## src/rtl/wb_led_pwm_controller_if.sv

```systemverilog
// Wishbone slave bus bundle for the LED/PWM controller.
interface wb_led_pwm_controller_if #(
    parameter int unsigned ADDR_WIDTH   = 32,
    parameter int unsigned DATA_WIDTH   = 32,
    parameter int unsigned SELECT_WIDTH = DATA_WIDTH / 8
);
    logic [ADDR_WIDTH-1:0]   wbs_adr_i;
    logic [DATA_WIDTH-1:0]   wbs_dat_i;
    logic [DATA_WIDTH-1:0]   wbs_dat_o;
    logic                    wbs_we_i;
    logic [SELECT_WIDTH-1:0] wbs_sel_i;
    logic                    wbs_stb_i;
    logic                    wbs_cyc_i;
    logic                    wbs_ack_o;
    logic                    wbs_err_o;
    logic                    wbs_rty_o;

    modport master (
        output wbs_adr_i, wbs_dat_i, wbs_we_i, wbs_sel_i, wbs_stb_i, wbs_cyc_i,
        input  wbs_dat_o, wbs_ack_o, wbs_err_o, wbs_rty_o
    );

    modport slave (
        input  wbs_adr_i, wbs_dat_i, wbs_we_i, wbs_sel_i, wbs_stb_i, wbs_cyc_i,
        output wbs_dat_o, wbs_ack_o, wbs_err_o, wbs_rty_o
    );
endinterface

```

## src/rtl/wb_led_pwm_controller.sv

```systemverilog
// Wishbone LED controller with per-channel manual, blink and PWM modes.
// Define WB_LED_ERR_EN to answer unmapped accesses with err instead of ack.
module wb_led_pwm_controller #(
    parameter int unsigned DATA_WIDTH     = 32,
    parameter int unsigned ADDR_WIDTH     = 32,
    parameter int unsigned SELECT_WIDTH   = DATA_WIDTH / 8,
    parameter int unsigned NUM_LEDS       = 8,
    parameter int unsigned PWM_BITS       = 8,
    parameter int unsigned PRESCALE_WIDTH = 16
) (
    input  logic                  clk,
    input  logic                  rst,
    wb_led_pwm_controller_if.slave wb,
    output logic [NUM_LEDS-1:0]   led_out
);

    localparam int unsigned BLINK_WIDTH = 16;
    localparam int unsigned DUTY_BASE   = 16;
    localparam logic [DATA_WIDTH-1:0] UNMAPPED_DATA = DATA_WIDTH'(32'hDEADBEEF);

    logic [NUM_LEDS-1:0]       out_q;
    logic [NUM_LEDS-1:0]       blink_en_q;
    logic [NUM_LEDS-1:0]       pwm_en_q;
    logic [PRESCALE_WIDTH-1:0] prescale_q;
    logic [PRESCALE_WIDTH-1:0] pre_cnt_q;
    logic [BLINK_WIDTH-1:0]    blink_period_q;
    logic [BLINK_WIDTH-1:0]    blink_cnt_q;
    logic                      blink_phase_q;
    logic [PWM_BITS-1:0]       pwm_cnt_q;
    logic [PWM_BITS-1:0]       duty_q [NUM_LEDS];
    logic                      ack_q;
    logic                      err_q;
    logic [DATA_WIDTH-1:0]     dat_q;

    logic [5:0]            word_c;
    logic                  start_c;
    logic                  wr_c;
    logic                  tick_c;
    logic                  mapped_c;
    logic [DATA_WIDTH-1:0] rd_c;
    logic [DATA_WIDTH-1:0] wmask_c;
    logic [DATA_WIDTH-1:0] wdat_c;
    logic [NUM_LEDS-1:0]   lmask_c;
    logic [NUM_LEDS-1:0]   ldat_c;
    logic [NUM_LEDS-1:0]   pwm_on_c;
    logic [NUM_LEDS-1:0]   led_next_c;
    logic                  unused_bits_c;

    assign wb.wbs_ack_o = ack_q;
    assign wb.wbs_err_o = err_q;
    assign wb.wbs_rty_o = 1'b0;
    assign wb.wbs_dat_o = dat_q;

    assign word_c  = wb.wbs_adr_i[7:2];
    assign start_c = wb.wbs_stb_i & wb.wbs_cyc_i & ~ack_q & ~err_q;
    assign wr_c    = start_c & wb.wbs_we_i & mapped_c;
    assign tick_c  = (pre_cnt_q == prescale_q);
    assign unused_bits_c = ^{wb.wbs_adr_i[ADDR_WIDTH-1:8], wb.wbs_adr_i[1:0],
                             wb.wbs_dat_i, wmask_c, wdat_c};

    // Byte-lane write mask; every writable register merges through it
    always_comb begin
        wmask_c = '0;
        for (int k = 0; k < int'(SELECT_WIDTH); k++) begin
            wmask_c[k*8 +: 8] = {8{wb.wbs_sel_i[k]}};
        end
        wdat_c  = wb.wbs_dat_i & wmask_c;
        lmask_c = wmask_c[NUM_LEDS-1:0];
        ldat_c  = wdat_c[NUM_LEDS-1:0];
    end

    // Read decode; TOGGLE/CLEAR/SET alias OUT on reads
    always_comb begin
        rd_c     = '0;
        mapped_c = 1'b1;
        case (word_c)
            6'd0, 6'd1, 6'd2, 6'd3: rd_c[NUM_LEDS-1:0] = out_q;
            6'd4: rd_c[NUM_LEDS-1:0]       = blink_en_q;
            6'd5: rd_c[NUM_LEDS-1:0]       = pwm_en_q;
            6'd6: rd_c[PRESCALE_WIDTH-1:0] = prescale_q;
            6'd7: rd_c[BLINK_WIDTH-1:0]    = blink_period_q;
            6'd8: begin
                rd_c[0]    = blink_phase_q;
                rd_c[15:8] = 8'(NUM_LEDS);
            end
            default: begin
                mapped_c = 1'b0;
                for (int i = 0; i < int'(NUM_LEDS); i++) begin
                    if (word_c == 6'(DUTY_BASE + i)) begin
                        mapped_c = 1'b1;
                        rd_c[PWM_BITS-1:0] = duty_q[i];
                    end
                end
            end
        endcase
    end

    // PWM has priority over blink, blink gates the manual value
    always_comb begin
        for (int i = 0; i < int'(NUM_LEDS); i++) begin
            pwm_on_c[i]   = (pwm_cnt_q < duty_q[i]);
            led_next_c[i] = pwm_en_q[i]   ? pwm_on_c[i] :
                            blink_en_q[i] ? (out_q[i] & blink_phase_q) : out_q[i];
        end
    end

    always_ff @(posedge clk) begin
        if (rst) begin
            out_q          <= '0;
            blink_en_q     <= '0;
            pwm_en_q       <= '0;
            prescale_q     <= '0;
            pre_cnt_q      <= '0;
            blink_period_q <= BLINK_WIDTH'(16'h00FF);
            blink_cnt_q    <= '0;
            blink_phase_q  <= 1'b0;
            pwm_cnt_q      <= '0;
            ack_q          <= 1'b0;
            err_q          <= 1'b0;
            dat_q          <= '0;
            led_out        <= '0;
            for (int i = 0; i < int'(NUM_LEDS); i++) begin
                duty_q[i] <= '0;
            end
        end else begin
            ack_q <= 1'b0;
            err_q <= 1'b0;

            if (start_c) begin
`ifdef WB_LED_ERR_EN
                if (mapped_c) begin
                    ack_q <= 1'b1;
                    if (!wb.wbs_we_i) dat_q <= rd_c;
                end else begin
                    err_q <= 1'b1;
                    dat_q <= '0;
                end
`else
                ack_q <= 1'b1;
                if (!wb.wbs_we_i) dat_q <= mapped_c ? rd_c : UNMAPPED_DATA;
`endif
            end

            // Timebase: prescaler, PWM ramp and blink phase all advance on tick
            if (tick_c) begin
                pre_cnt_q <= '0;
                pwm_cnt_q <= pwm_cnt_q + 1'b1;
                if (blink_cnt_q >= blink_period_q) begin
                    blink_cnt_q   <= '0;
                    blink_phase_q <= ~blink_phase_q;
                end else begin
                    blink_cnt_q <= blink_cnt_q + 1'b1;
                end
            end else begin
                pre_cnt_q <= pre_cnt_q + 1'b1;
            end

            if (wr_c) begin
                case (word_c)
                    6'd0: out_q <= (out_q & ~lmask_c) | ldat_c;
                    6'd1: out_q <= out_q ^ ldat_c;
                    6'd2: out_q <= out_q & ~ldat_c;
                    6'd3: out_q <= out_q | ldat_c;
                    6'd4: blink_en_q <= (blink_en_q & ~lmask_c) | ldat_c;
                    6'd5: pwm_en_q   <= (pwm_en_q & ~lmask_c) | ldat_c;
                    6'd6: begin
                        prescale_q <= (prescale_q & ~wmask_c[PRESCALE_WIDTH-1:0])
                                      | wdat_c[PRESCALE_WIDTH-1:0];
                        pre_cnt_q  <= '0;
                    end
                    6'd7: blink_period_q <= (blink_period_q & ~wmask_c[BLINK_WIDTH-1:0])
                                            | wdat_c[BLINK_WIDTH-1:0];
                    default: ;
                endcase
                for (int i = 0; i < int'(NUM_LEDS); i++) begin
                    if (word_c == 6'(DUTY_BASE + i)) begin
                        duty_q[i] <= (duty_q[i] & ~wmask_c[PWM_BITS-1:0]) | wdat_c[PWM_BITS-1:0];
                    end
                end
            end

            led_out <= led_next_c;
        end
    end

endmodule

```

## src/flat_wrapper.sv

```systemverilog
// flat-port wrapper written by rule: the top's interface ports become plain ports
module wb_led_pwm_controller_flat 
#(
    parameter int unsigned DATA_WIDTH     = 32,
    parameter int unsigned ADDR_WIDTH     = 32,
    parameter int unsigned SELECT_WIDTH   = DATA_WIDTH / 8,
    parameter int unsigned NUM_LEDS       = 8,
    parameter int unsigned PWM_BITS       = 8,
    parameter int unsigned PRESCALE_WIDTH = 16
)
  (clk, rst, led_out, wb_wbs_adr_i, wb_wbs_dat_i, wb_wbs_we_i, wb_wbs_sel_i, wb_wbs_stb_i, wb_wbs_cyc_i, wb_wbs_dat_o, wb_wbs_ack_o, wb_wbs_err_o, wb_wbs_rty_o);
  wb_led_pwm_controller_if #(.ADDR_WIDTH(ADDR_WIDTH), .DATA_WIDTH(DATA_WIDTH), .SELECT_WIDTH(SELECT_WIDTH)) wb_i ();
  input  logic clk;
  input  logic rst;
  output logic [NUM_LEDS-1:0] led_out;
  input wire logic [$bits(wb_i.wbs_adr_i)-1:0] wb_wbs_adr_i;
  input wire logic [$bits(wb_i.wbs_dat_i)-1:0] wb_wbs_dat_i;
  input wire logic [$bits(wb_i.wbs_we_i)-1:0] wb_wbs_we_i;
  input wire logic [$bits(wb_i.wbs_sel_i)-1:0] wb_wbs_sel_i;
  input wire logic [$bits(wb_i.wbs_stb_i)-1:0] wb_wbs_stb_i;
  input wire logic [$bits(wb_i.wbs_cyc_i)-1:0] wb_wbs_cyc_i;
  output wire logic [$bits(wb_i.wbs_dat_o)-1:0] wb_wbs_dat_o;
  output wire logic [$bits(wb_i.wbs_ack_o)-1:0] wb_wbs_ack_o;
  output wire logic [$bits(wb_i.wbs_err_o)-1:0] wb_wbs_err_o;
  output wire logic [$bits(wb_i.wbs_rty_o)-1:0] wb_wbs_rty_o;
  assign wb_i.wbs_adr_i = wb_wbs_adr_i;
  assign wb_i.wbs_dat_i = wb_wbs_dat_i;
  assign wb_i.wbs_we_i = wb_wbs_we_i;
  assign wb_i.wbs_sel_i = wb_wbs_sel_i;
  assign wb_i.wbs_stb_i = wb_wbs_stb_i;
  assign wb_i.wbs_cyc_i = wb_wbs_cyc_i;
  assign wb_wbs_dat_o = wb_i.wbs_dat_o;
  assign wb_wbs_ack_o = wb_i.wbs_ack_o;
  assign wb_wbs_err_o = wb_i.wbs_err_o;
  assign wb_wbs_rty_o = wb_i.wbs_rty_o;
  wb_led_pwm_controller #(.DATA_WIDTH(DATA_WIDTH), .ADDR_WIDTH(ADDR_WIDTH), .SELECT_WIDTH(SELECT_WIDTH), .NUM_LEDS(NUM_LEDS), .PWM_BITS(PWM_BITS), .PRESCALE_WIDTH(PRESCALE_WIDTH)) u_core (.clk(clk), .rst(rst), .wb(wb_i), .led_out(led_out));
endmodule
```

## config.mk

```make
export PLATFORM = sky130hd
export DESIGN_NAME = wb_led_pwm_controller_flat
export DESIGN_NICKNAME = d
export VERILOG_FILES = /design/src/rtl/wb_led_pwm_controller_if.sv /design/src/rtl/wb_led_pwm_controller.sv /design/src/flat_wrapper.sv
export SDC_FILE = /design/constraint.sdc
export NUM_CORES = 1
export LEC_CHECK = 0
export CAP_MARGIN = 20
export CELL_PAD_IN_SITES_DETAIL_PLACEMENT = 1
export CELL_PAD_IN_SITES_GLOBAL_PLACEMENT = 2
export CORE_ASPECT_RATIO = 1.5
export CORE_MARGIN = 2
export CORE_UTILIZATION = 30
export DETAILED_ROUTE_END_ITERATION = 12
export PLACE_DENSITY_LB_ADDON = 0.05
export SYNTH_ARGS = -nofsm -noshare
export SYNTH_HDL_FRONTEND = slang
export SYNTH_SLANG_ARGS = --single-unit
```

## constraint.sdc

```tcl
create_clock -name clk -period 2.6 [get_ports clk]
set_input_delay 0.52 -clock clk [delete_from_list [all_inputs] [get_ports clk]]
set_output_delay 0.52 -clock clk [all_outputs]
set_load 0.01 [all_outputs]
```

==> results.md <==
- Result of the run: complete, no violations
- Maximum net fanout on the critical path: 9
- Total inserted antenna cells: 0
- Asr flop ratio synth: 0
- Core area: between 30000 and 40000 µm²
- Flops & latches, synth: ~190
- Buffers inserted during post-CTS setup optimization: 0
- Hold buffer count at CTS: 0
- DRC violations left: 0
- Final slew viol count: 0
- Synth top area cells: sky130_fd_sc_hd__dfxtp_1, sky130_fd_sc_hd__edfxtp_1, sky130_fd_sc_hd__ha_1
- Power density relative to cell area: 507 nW/µm²
- Final setup violation count: 0
- CTS H-tree depth: 4
- Worst-case hold slack: 478 ps
- Num CTS Buffers: 17
- Normalized max-slew margin: 0.518
- Type of the setup path with the least slack: in2reg
- All-Layer GR Usage: 0.223
- CTS sink count: 187
- Hold Vio Cnt, Final: 0
- Final ANT Viol Nets: 0
- Max capacitance violation total: 0
- Vertical die dimension: 238 µm
- CTS clk-pin slew, worst paths: about 80 ps
- Data arrival at the endpoint of the critical path: about 2500 ps
- Post-DP HPWL: 31500 µm
- Data required time of the critical path: around 2800 ps
- Worst-Margin Slew: 722 ps
- Unrepaired setup endpoints after global routing: no
- Biggest area consumer among synthesized cells: sky130_fd_sc_hd__dfxtp_1
- Category of the worst setup path launch point: input pin
- Number of antenna violations at the first check in global routing: 0
- Clock root buffer: sky130_fd_sc_hd__clkbuf_16
- Hold crit path type: reg2reg
- Shortest clock period the worst path allows after layout: approximately 2400 ps
- Total length of routed wires: roughly 42000 µm
- Number of optimization iterations in the first detailed-route pass: 6
- Starting utilization of the core area: 0.305
- Layout cells sized above 1: 0.140
- Leading register cell type out of synthesis: sky130_fd_sc_hd__dfxtp_1
- Cell with the most instances after synthesis: sky130_fd_sc_hd__dfxtp_1
- Count of flip-flops with a built-in enable after synthesis: 64
- Clock tree from TritonCTS: done
- Resized cells post-CTS: 0
- Net count of the finished layout: ~1500
- Part of the Yosys area used for sequential elements: 0.399
- I/O pin count: between 100 and 150
- Routed wirelength normalized by instance count: ~23 µm
- Vias in the first global route: slightly below 10000
- Area share of the largest cell type after synthesis: 0.224
- Die area: between 30000 and 40000 µm²
- Crit share post-route: 0.908
- Number of synthesis warnings: 0
- Count of cell types in the netlist: 63
- Post-DR vias/cell: 5.17
- Layout Skew: 11.5 ps
- Count of buffers inserted at the top-level ports: 64
- Overflow left after global routing: 0
- Commonest cells post-synth: sky130_fd_sc_hd__dfxtp_1, sky130_fd_sc_hd__nand2_1, sky130_fd_sc_hd__nor2_1
- Fill count: between 4000 and 5000
- Number of buffers between clock root and the deepest sink: 2
- Area added between synthesis and finish: 22.2%
- Skew-Pair Late Insertion Delay: 470 ps
- Weighted congestion at the end of routability-driven global placement: 0.818
- Syn Std Cell Area: around 11000 µm²
- Pin count of the biggest net entering global routing: 94
- Global-route wire length before repair: 62700 µm
- Via count: around 9500
- Peak supply drop: 0.383 mV
- Number of cells produced by synthesis: between 1000 and 1500
- Starting DRC count in detailed routing: about 470
- Max Clock Freq: between 400 and 500 MHz
- Average cell area after synthesis: 8.99 µm²
- Sum Neg Setup Slack: 0 ps
- Critical path endpoint category: register
- Leakage Power: 5.50 nW
- Die Width: between 150 and 200 µm
- Cell row count: 85
[cell families after synthesis]
family          count (synthesis)  synth area share
simple gates                  418             0.192
fa+ha+maj                      83            0.0945
buf+inv                       174            0.0713
other cells                     1          0.000341
mux                            41            0.0533
xor+xnor                       47            0.0375
compound gates                272             0.152
flops                         187             0.399
[per-layer routing]
| metal | routed length (µm) | track usage | up-vias |
|---|---|---|---|
| met5 | 0 | 0 | - |
| met4 | 1460 | 0.0887 | 0 |
| met3 | 1110 | 0.0318 | 63 |
| met2 | 22300 | 0.423 | 177 |
| met1 | 16800 | 0.249 | 4667 |
| li1 | - | - | 4572 |
[report_power, final]
group	switching [mW]	internal (mW)
logic	0.446	0.313
registers	0.0629	3.08
clock network	1.33	1.57
[worst max-delay path, cell delays in order]
cell and delay, ps:
sky130_fd_sc_hd__clkdlybuf4s50_1 480, sky130_fd_sc_hd__o41a_1 490, sky130_fd_sc_hd__nor4b_4 330, sky130_fd_sc_hd__buf_12 190
sky130_fd_sc_hd__nand2_1 130, sky130_fd_sc_hd__o21bai_1 170, sky130_fd_sc_hd__buf_4 220
[stage by stage]
step	area (µm²)	total power [mW]	util	worst slack (ps)	cells
after CTS	13400	6.90	0.373	244	1834
final	13400	6.80	0.373	239	1834
after detailed placement	12800	3.98	0.355	-240	1802
after global placement	12800	3.97	0.355	-213	1802
after floorplan	11000	3.59	-	55.3	1229
after global routing	13400	7.08	0.373	87.8	1834
[worst paths after layout]
check             startpoint  slack [ps]                     end  depth (start not counted)
min reg2reg         register         480                register                          2
min                 register         480                register                          2
max          wb_wbs_adr_i[6]         240    u_core.duty_q[0][42]                          7
max reg2reg         register         290  u_core.blink_cnt_q[14]                         10
[cell type report]
type                    count  area, µm²  share of cell area
clock buffers              18        439              0.0327
clock inverters            14        179              0.0133
inverters                  94        353              0.0263
multi-input cells         868       5860               0.436
flip-flops and latches    187       4380               0.326
well taps                 478        598              0.0445
repair buffers            175       1620               0.121
[placed cells by master, fill, tap and decap left out, drive strengths merged, types with 7 or more instances in the layout]
cell type | Yosys | routed
o21ai | 87 | 87
clkbuf | 42 | 18
clkdlybuf4s50 | 0 | 60
edfxtp | 64 | 64
nand4 | 18 | 18
o211ai | 9 | 9
buf | 38 | 115
mux4 | 14 | 14
xnor2 | 23 | 23
nand2 | 114 | 114
nor2 | 112 | 112
a211oi | 20 | 20
ha | 83 | 83
nor3 | 18 | 18
a221oi | 17 | 17
nand2b | 32 | 32
a311oi | 7 | 7
nand3 | 29 | 29
and3 | 52 | 52
dfxtp | 123 | 123
inv | 94 | 103
a21oi | 86 | 86
nor2b | 18 | 18
a31oi | 10 | 10
mux2i | 27 | 27
conb | 1 | 7
xor2 | 24 | 24
Power figures use the tool's default switching activity.
